### config.mk
export PLATFORM = sky130hd
export DESIGN_NAME = bp_table_ctrl
export DESIGN_NICKNAME = d
export VERILOG_FILES = /design/src/rtl/bp_table_ctrl.sv
export SDC_FILE = /design/constraint.sdc
export NUM_CORES = 1
export LEC_CHECK = 0
export CAP_MARGIN = 20
export CELL_PAD_IN_SITES_DETAIL_PLACEMENT = 2
export CELL_PAD_IN_SITES_GLOBAL_PLACEMENT = 2
export CORE_AREA = 4 4 133 231
export DETAILED_ROUTE_END_ITERATION = 12
export DIE_AREA = 0 0 137 235
export GPL_ROUTABILITY_DRIVEN = 1
export PLACE_DENSITY_LB_ADDON = 0.2
export SYNTH_ARGS = -nofsm -noshare
export SYNTH_HDL_FRONTEND = slang
export SYNTH_SLANG_ARGS = --single-unit
### constraint.sdc
create_clock -name clk_i -period 5.18 [get_ports clk_i]
set_clock_uncertainty 0.15 [all_clocks]
set_input_delay 1.554 -clock clk_i [delete_from_list [all_inputs] [get_ports clk_i]]
set_output_delay 1.554 -clock clk_i [all_outputs]
set_load 0.01 [all_outputs]
### src/rtl/bp_table_ctrl.sv
// Write-port controller for the gshare BTB/PHT/GHR: queues commit-stage updates,
// issues at most one table write per cycle, and sequences full-table clears.
module bp_table_ctrl #(
    parameter int INDEX_WIDTH   = 6,
    parameter int HISTORY_WIDTH = 8,
    parameter int FIFO_DEPTH    = 4
) (
    input  logic                        clk_i,
    input  logic                        rst_i,
    input  logic                        upd_valid_i,
    input  logic                        upd_btb_wr_i,
    input  logic [INDEX_WIDTH-1:0]      upd_btb_index_i,
    input  logic [32-INDEX_WIDTH-2-1:0] upd_btb_tag_i,
    input  logic [31:0]                 upd_btb_target_i,
    input  logic [HISTORY_WIDTH-1:0]    upd_pht_index_i,
    input  logic                        upd_taken_i,
    output logic                        upd_ready_o,
    output logic                        upd_drop_o,
    input  logic                        flush_req_i,
    output logic                        flush_busy_o,
    input  logic                        tbl_stall_i,
    output logic                        btb_wren_o,
    output logic [INDEX_WIDTH-1:0]      btb_wr_index_o,
    output logic [32-INDEX_WIDTH-2-1:0] btb_wr_tag_o,
    output logic [31:0]                 btb_wr_target_o,
    output logic                        btb_wr_valid_o,
    output logic                        pht_wren_o,
    output logic [HISTORY_WIDTH-1:0]    pht_wr_index_o,
    output logic                        pht_taken_o,
    output logic                        pht_init_o,
    output logic                        ghr_clear_o,
    output logic                        pred_en_o,
    output logic [$clog2(FIFO_DEPTH):0] fifo_count_o
);

    localparam int TAG_WIDTH   = 32 - INDEX_WIDTH - 2;
    localparam int CW          = (INDEX_WIDTH > HISTORY_WIDTH) ? INDEX_WIDTH : HISTORY_WIDTH;
    localparam int PW          = $clog2(FIFO_DEPTH);
    localparam int CNT_W       = PW + 1;
    localparam int BTB_ENTRIES = 1 << INDEX_WIDTH;
    localparam int PHT_ENTRIES = 1 << HISTORY_WIDTH;

    typedef enum logic [1:0] {ST_CLEAR, ST_RUN, ST_DRAIN} state_t;

    state_t            state_reg, state_next;
    logic [CW-1:0]     clr_idx_reg, clr_idx_next;
    logic [PW-1:0]     wr_ptr_reg, rd_ptr_reg;
    logic [CNT_W-1:0]  count_reg, count_next;

    logic                     fifo_btb_wr     [FIFO_DEPTH];
    logic [INDEX_WIDTH-1:0]   fifo_btb_index  [FIFO_DEPTH];
    logic [TAG_WIDTH-1:0]     fifo_btb_tag    [FIFO_DEPTH];
    logic [31:0]              fifo_btb_target [FIFO_DEPTH];
    logic [HISTORY_WIDTH-1:0] fifo_pht_index  [FIFO_DEPTH];
    logic                     fifo_taken      [FIFO_DEPTH];

    logic issue, push, pop, clearing, clr_btb, clr_pht;

    // Reset also blocks issue so nothing from the old state leaks out during the reset cycle.
    assign issue    = !tbl_stall_i && !rst_i;
    assign clearing = (state_reg == ST_CLEAR);
    assign clr_btb  = int'(clr_idx_reg) < BTB_ENTRIES;
    assign clr_pht  = int'(clr_idx_reg) < PHT_ENTRIES;

    assign upd_ready_o  = (state_reg == ST_RUN) && (count_reg < CNT_W'(FIFO_DEPTH)) && !rst_i;
    assign upd_drop_o   = upd_valid_i && !upd_ready_o;
    assign push         = upd_valid_i && upd_ready_o;
    assign pop          = issue && !clearing && (count_reg != '0);
    assign pred_en_o    = (state_reg == ST_RUN);
    assign flush_busy_o = (state_reg != ST_RUN);
    assign ghr_clear_o  = clearing && (clr_idx_reg == '0);
    assign fifo_count_o = count_reg;

    generate
        for (genvar gi = 0; gi < FIFO_DEPTH; gi++) begin : g_fifo_entry
            always_ff @(posedge clk_i) begin
                if (push && (wr_ptr_reg == PW'(gi))) begin
                    fifo_btb_wr[gi]     <= upd_btb_wr_i;
                    fifo_btb_index[gi]  <= upd_btb_index_i;
                    fifo_btb_tag[gi]    <= upd_btb_tag_i;
                    fifo_btb_target[gi] <= upd_btb_target_i;
                    fifo_pht_index[gi]  <= upd_pht_index_i;
                    fifo_taken[gi]      <= upd_taken_i;
                end
            end
        end
    endgenerate

    always_comb begin
        count_next = count_reg;
        if (push && !pop) begin
            count_next = count_reg + CNT_W'(1);
        end else if (!push && pop) begin
            count_next = count_reg - CNT_W'(1);
        end
    end

    // Write-port mux: clear sweep in CLEAR, FIFO head otherwise; idle fields read as 0.
    always_comb begin
        btb_wren_o      = 1'b0;
        btb_wr_index_o  = '0;
        btb_wr_tag_o    = '0;
        btb_wr_target_o = '0;
        btb_wr_valid_o  = 1'b0;
        pht_wren_o      = 1'b0;
        pht_wr_index_o  = '0;
        pht_taken_o     = 1'b0;
        pht_init_o      = 1'b0;
        if (clearing && issue) begin
            if (clr_btb) begin
                btb_wren_o     = 1'b1;
                btb_wr_index_o = clr_idx_reg[INDEX_WIDTH-1:0];
            end
            if (clr_pht) begin
                pht_wren_o     = 1'b1;
                pht_init_o     = 1'b1;
                pht_wr_index_o = clr_idx_reg[HISTORY_WIDTH-1:0];
            end
        end else if (pop) begin
            pht_wren_o     = 1'b1;
            pht_wr_index_o = fifo_pht_index[rd_ptr_reg];
            pht_taken_o    = fifo_taken[rd_ptr_reg];
            if (fifo_btb_wr[rd_ptr_reg]) begin
                btb_wren_o      = 1'b1;
                btb_wr_valid_o  = 1'b1;
                btb_wr_index_o  = fifo_btb_index[rd_ptr_reg];
                btb_wr_tag_o    = fifo_btb_tag[rd_ptr_reg];
                btb_wr_target_o = fifo_btb_target[rd_ptr_reg];
            end
        end
    end

    always_comb begin
        state_next   = state_reg;
        clr_idx_next = clr_idx_reg;
        case (state_reg)
            ST_CLEAR: begin
                if (flush_req_i) begin
                    clr_idx_next = '0;
                end else if (issue) begin
                    if (&clr_idx_reg) begin
                        state_next   = ST_RUN;
                        clr_idx_next = '0;
                    end else begin
                        clr_idx_next = clr_idx_reg + CW'(1);
                    end
                end
            end
            ST_RUN: begin
                // Decide on post-cycle occupancy so an update accepted alongside the flush still drains.
                if (flush_req_i) begin
                    state_next   = (count_next == '0) ? ST_CLEAR : ST_DRAIN;
                    clr_idx_next = '0;
                end
            end
            ST_DRAIN: begin
                if (pop && (count_reg == CNT_W'(1))) begin
                    state_next   = ST_CLEAR;
                    clr_idx_next = '0;
                end
            end
            default: begin
                state_next   = ST_CLEAR;
                clr_idx_next = '0;
            end
        endcase
    end

    always_ff @(posedge clk_i) begin
        if (rst_i) begin
            state_reg   <= ST_CLEAR;
            clr_idx_reg <= '0;
            wr_ptr_reg  <= '0;
            rd_ptr_reg  <= '0;
            count_reg   <= '0;
        end else begin
            state_reg   <= state_next;
            clr_idx_reg <= clr_idx_next;
            count_reg   <= count_next;
            if (push) begin
                wr_ptr_reg <= wr_ptr_reg + PW'(1);
            end
            if (pop) begin
                rd_ptr_reg <= rd_ptr_reg + PW'(1);
            end
        end
    end

endmodule
* After elaboration in Yosys (flattened, before gate mapping)
Memories as Yosys holds them, arrays and structs flattened. A register that Yosys moved wholly into a read port is not among the register bits. Index checks and enable logic that the tools add are counted.
Cells by class: bitwise logic cells 0, eq/ne operators 13, shift-type cells 0, multiplexer cells 111, div/mod/pow operators 0, $mul 0, add/subtract/negate cells 5, order comparisons 2, reduce and logical (&&, ||, !) cells 48
Operators by type and width (count):
- 32-bit two-way mux | 6
- 24-bit two-way mux | 6
- 32-bit OR reduction | 3
- 8-bit two-way mux | 10
- 2-bit two-way mux | 36
- 24-bit OR reduction | 3
- 1-bit two-way mux | 42
- 6-bit two-way mux | 7
- 8-bit case mux with 3 select lines | 1
- 8-bit OR reduction | 3
- 6-bit OR reduction | 3
- 1-bit logical AND | 16
- 8-bit by 1-bit adder with 8-bit output (second input constant) | 1
- 8-bit logical NOT | 1
- 8-bit by 7-bit < comparator with 1-bit output (second input constant) | 1
- 2-bit inequality test (second input constant) | 4
- 8-bit AND reduction | 1
- 2-bit == test (second input constant) | 3
- 1-bit logical NOT | 6
- 3-bit two-way mux | 2
- 2-bit case mux with 3 select lines | 1
- 1-bit OR reduction | 6
- 5-bit AND reduction | 1
- 2-bit by 1-bit adder with 2-bit output (second input constant) | 2
- 11 further kinds | 14
Storage, ports and cells: bits in writable memories 288, logic and storage cells 190, bits in registers 17, memories kept 6, latch bits 0, input bits 77, ROM bits 0, output and inout port bits 83
Memory list:
- fifo_btb_target | words 4, width 32, read ports 1, clocked after memory_dff 1, write ports 1, RTL line 53 | logic [31:0] fifo_btb_target [FIFO_DEPTH];
- fifo_btb_tag | words 4, width 24, read ports 1, clocked after memory_dff 1, write ports 1, RTL line 52 | logic [TAG_WIDTH-1:0] fifo_btb_tag [FIFO_DEPTH];
- fifo_pht_index | words 4, width 8, read ports 1, clocked after memory_dff 1, write ports 1, RTL line 54 | logic [HISTORY_WIDTH-1:0] fifo_pht_index [FIFO_DEPTH];
- fifo_btb_index | words 4, width 6, read ports 1, clocked after memory_dff 1, write ports 1, RTL line 51 | logic [INDEX_WIDTH-1:0] fifo_btb_index [FIFO_DEPTH];
- fifo_btb_wr | words 4, width 1, read ports 1, clocked after memory_dff 1, write ports 1, RTL line 50 | logic fifo_btb_wr [FIFO_DEPTH];
- fifo_taken | words 4, width 1, read ports 1, clocked after memory_dff 1, write ports 1, RTL line 55 | logic fifo_taken [FIFO_DEPTH];

* Depth between registers and ports, before layout
word-level depth 12, gate-level depth with buffers 8, gate-level depth less buffers 8

* Least setup slack after synthesis
Ideal clock, no wire load.
path kind in2reg, start point input rst_i, end point memory fifo_btb_index[0][0] (enable), data arrival time 4.073 ns, required time 4.591 ns, cell stages on the path 4, library setup time 0.439 ns, setup slack 0.518 ns, cell sequence buf_2 -> or4b_4 -> clkinv_4 -> and3_1
On the way: word-level cells in the longest chain between the ends 10, elaborated cells between the ends (all ways) 24
RTL lines:
- start: declaration | RTL line 9 | input logic rst_i,
- 1-bit logical NOT (*) | RTL line 65 | assign upd_ready_o = (state_reg == ST_RUN) && (count_reg < CNT_W'(FIFO_DEPTH)) && !rst_i;
- 1-bit logical AND (*) | RTL line 65
- named net upd_ready_o | RTL line 17 | output logic upd_ready_o,
- 1-bit logical AND (*) | RTL line 67 | assign push = upd_valid_i && upd_ready_o;
- 1-bit logical AND | RTL line 77 | if (push && (wr_ptr_reg == PW'(gi))) begin
- 1-bit two-way mux | RTL line 77
- 1-bit two-way mux (implied by the code) | RTL line 79 | fifo_btb_index[gi] <= upd_btb_index_i;
- 6-bit OR reduction (no line)
- 2-bit two-way mux (no line) or 1-bit two-way mux (tied branches) (3 in series)
- end: declaration | RTL line 51
Mark *: on every way through the listed nets, which the timed path passes. The rest lies on a longest branch.

* Final worst setup path
start point input tbl_stall_i, end point output btb_wr_index_o[4]
On the way: word-level cells in the longest chain between the ends 6, elaborated cells between the ends (all ways) 7
RTL lines:
- start: declaration | RTL line 21 | input logic tbl_stall_i,
- 1-bit logical NOT (*) | RTL line 60 | assign issue = !tbl_stall_i && !rst_i;
- 1-bit logical AND (*) | RTL line 60
- 1-bit logical AND (2 in series) | RTL line 68 | assign pop = issue && !clearing && (count_reg != '0);
- 6-bit two-way mux | RTL line 119 | end else if (pop) begin
- 6-bit two-way mux (*) | RTL line 109 | if (clearing && issue) begin
- end: declaration | RTL line 23 | output logic [INDEX_WIDTH-1:0] btb_wr_index_o,
Mark *: on every way between the ends. The rest lies on a longest branch, timed or not.

==> metrics <==
status=finished clean; DR WL/cell=26.7 microns; CTS sink count=307; die area=32200 sq um; setup bufs post-CTS=0; crit-path max FO=15; Seq/Total Area, Yosys=75.2%; Biggest register=fifo_btb_target; vias in the first global route=7409; core area=28700 sq um; Detailed Route Iter0 Violations=339; drt total wl=31600 microns; # Max-Cap Violations=0; die width=137 microns; Slew Viols, Final=0; most common cell after layout, fill and taps aside=edfxtp_1; slowest CP cell=clkdlybuf4s50_1; worst-margin pin slew=0.803 ns; HP Class=flip-flop to flip-flop; Total Routing Usage GR=20.0%; endpoints failing setup=0; largest net degree at the start of global routing=63; Layout Cells excl Fill=1180; Routability Congestion=0.791; H-tree Lvls=1; hold_buf cts=0; worst vdd ir=0.330 mV; pre-CTS setup slack=-0.225 ns; part of the cycle the worst path needs=98.0%; Max clock buf depth=3; I/O pins=160; Clk Latency, worst-skew pair=0.55 ns; fillcell total=2509; Post-synth EDFFs=288; CP bufs+invs=3; NumNets Final=865; initial antenna violation count=5; PortBufs=159; layout cell share with drive strength beyond 1=20.8%; CP endpoint kind=output pin; placed cell count=1124; drt via density=5.35; final setup margin=0.105 ns; area grow syn2layout=27.7%; Seq cells post-synth=307; Arr. time, crit path=3.37 ns; Worst Path Required=3.48 ns; syn avg cell area=20.3 sq um; endpoints failing hold=0; Final Critical Period=5.08 ns; first-pass GRT wire length=48200 microns; hold slack=0.420 ns; top-area cell type share of the netlist area=72.1%; cell family with most CP delay=buffers and inverters; largest area contributor in the netlist=edfxtp_1; Core Util, Final=53.3%; Synth Instances=590; Post-synth ARST share=0%; Power Dens Cells=328 nW/um^2; drt pass-1 iters=4; Max transition margin=46.5%; Peak Freq=197 MHz; Worst-path clk slew=0.06 ns; leading post-synthesis cells by cell area=edfxtp_1, mux4_2, dfxtp_1, and2_1, ha_1; Setup Crit Path Kind=input pin to output pin; hpwl dp=20300 microns; commonest cells after routing, fill and taps aside=edfxtp_1, clkdlybuf4s50_1, mux4_2, and2_1, clkbuf_16; CTS buffer count=29; post-synth cell types=47; Syn Nets=677; r2r setup slk=2.32 ns; top_reg_cell synth=edfxtp_1; leakage power=4.85 nW; clock tree root driver cell=clkbuf_16; RSZ-0062 raised after global routing=false; max incr delay on CP=0.54 ns; Antenna Nets Post-Route=0; Largest register FFs=128; # DRC=0; yosys warns=0; Largest regs=fifo_btb_target (128), fifo_btb_tag (96), fifo_pht_index (32); via count=6315; starting density of the core=41.8%; worst-path cell chain=dlygate4sd2_1 > nor3_2 > and3_4 > bufbuf_16 > a22o_1 > clkdlybuf4s50_1; startpoint types=input pin; total congestion overflow=0; CTS tree=built; DIE HEIGHT=235 microns; Synth Cell Area=12000 sq um; floorplan row count=82
-- where the power goes --
part / switching [mW] / total [mW] / internal, mW
combinational: 0.0502 / 0.113 / 0.0628
clock: 0.905 / 2.21 / 1.31
sequential: 0.00208 / 2.71 / 2.71
total: 0.957 / 5.03 / 4.08
-- stage by stage --
step / total power [mW] / area, sq um / TNS [ns]
detailed placement: 2.88 / 14300 / -5.89
CTS: 5.10 / 15300 / 0
finish: 5.03 / 15300 / 0
global placement: 2.87 / 14300 / -1.85
global route: 5.20 / 15300 / 0
floorplan: 2.78 / 12000 / 0
-- what timing repair did --
action | in CTS | in global routing
endpoints found under the setup margin | 75 | 14
pin swaps | 2 | 1
gates cloned | 1 | 0
resized for setup | 7 | 4
-- layout make-up --
| class | count | area (sq um) | share of cell area, % |
|---|---|---|---|
| Clock buffer | 36 | 772 | 5.04 |
| Inverter | 13 | 53.8 | 0.351 |
| Timing Repair Buffer | 185 | 1920 | 12.5 |
| Tap cell | 378 | 473 | 3.09 |
| Sequential cell | 307 | 9040 | 59.0 |
| Multi-Input combinational cell | 242 | 2850 | 18.6 |
| Clock inverter | 17 | 216 | 1.41 |
| Antenna cell | 2 | 5.00 | 0.0327 |
-- kinds of logic (layout without fill, tap and decap cells) --
kind of cell    Yosys count  after routing  synth area share (%)
compound gates           37             37                  2.62
xor+xnor                  9              9                 0.657
fa+ha+maj                10             10                  1.04
buf+inv                  41            251                  1.36
flops                   307            307                  75.2
mux                      72             72                  13.5
other cells               0              2                     0
simple gates            114            114                  5.57
-- synth_stat cells, types with 2 or more instances --
| library cell | number |
|---|---|
| and3_1 | 7 |
| nor2_1 | 22 |
| nor3b_1 | 2 |
| a21oi_1 | 6 |
| edfxtp_1 | 288 |
| buf_2 | 3 |
| nor4b_1 | 2 |
| ha_1 | 10 |
| o21a_1 | 2 |
| clkbuf_1 | 19 |
| inv_1 | 12 |
| xnor2_1 | 8 |
| buf_1 | 6 |
| and2_1 | 56 |
| mux4_2 | 72 |
| a22o_1 | 14 |
| or2_2 | 3 |
| nor3_1 | 5 |
| nand2_1 | 3 |
| nand3_1 | 2 |
| nor4_1 | 4 |
| dfxtp_1 | 19 |
-- path summary, 6_finish.rpt --
check                  startpoint                end  cells after the start
setup / recovery      tbl_stall_i  btb_wr_index_o[4]                      6
hold / removal      rd_ptr_reg[1]          flip-flop                      2
setup reg to reg  fifo_count_o[0]     clr_idx_reg[3]                      9
hold reg to reg     rd_ptr_reg[1]          flip-flop                      2
-- worst register-to-register path, cell delays in order (launching register included) --
cell      delay, ns
dfxtp_1        0.39
inv_1          0.11
ha_1           0.15
ha_1           0.21
nor3_2         0.08
buf_4          0.16
a311oi_2       0.72
o21bai_1       0.37
a31o_2         0.34
nor2_1         0.11
-- layer usage --
metal | share of wire (%) | vias to the layer above | global-route usage, % | wire length, microns
met4 | 1.9 | 4 | 5.02 | 602
met1 | 37 | 3330 | 23.6 | 11600
met2 | 57 | 166 | 36.9 | 17900
met3 | 4.5 | 44 | 3.64 | 1430
li1 | - | 2771 | - | -
met5 | 0.082 | - | 0 | 26
(Power assumes the default switching activity.)
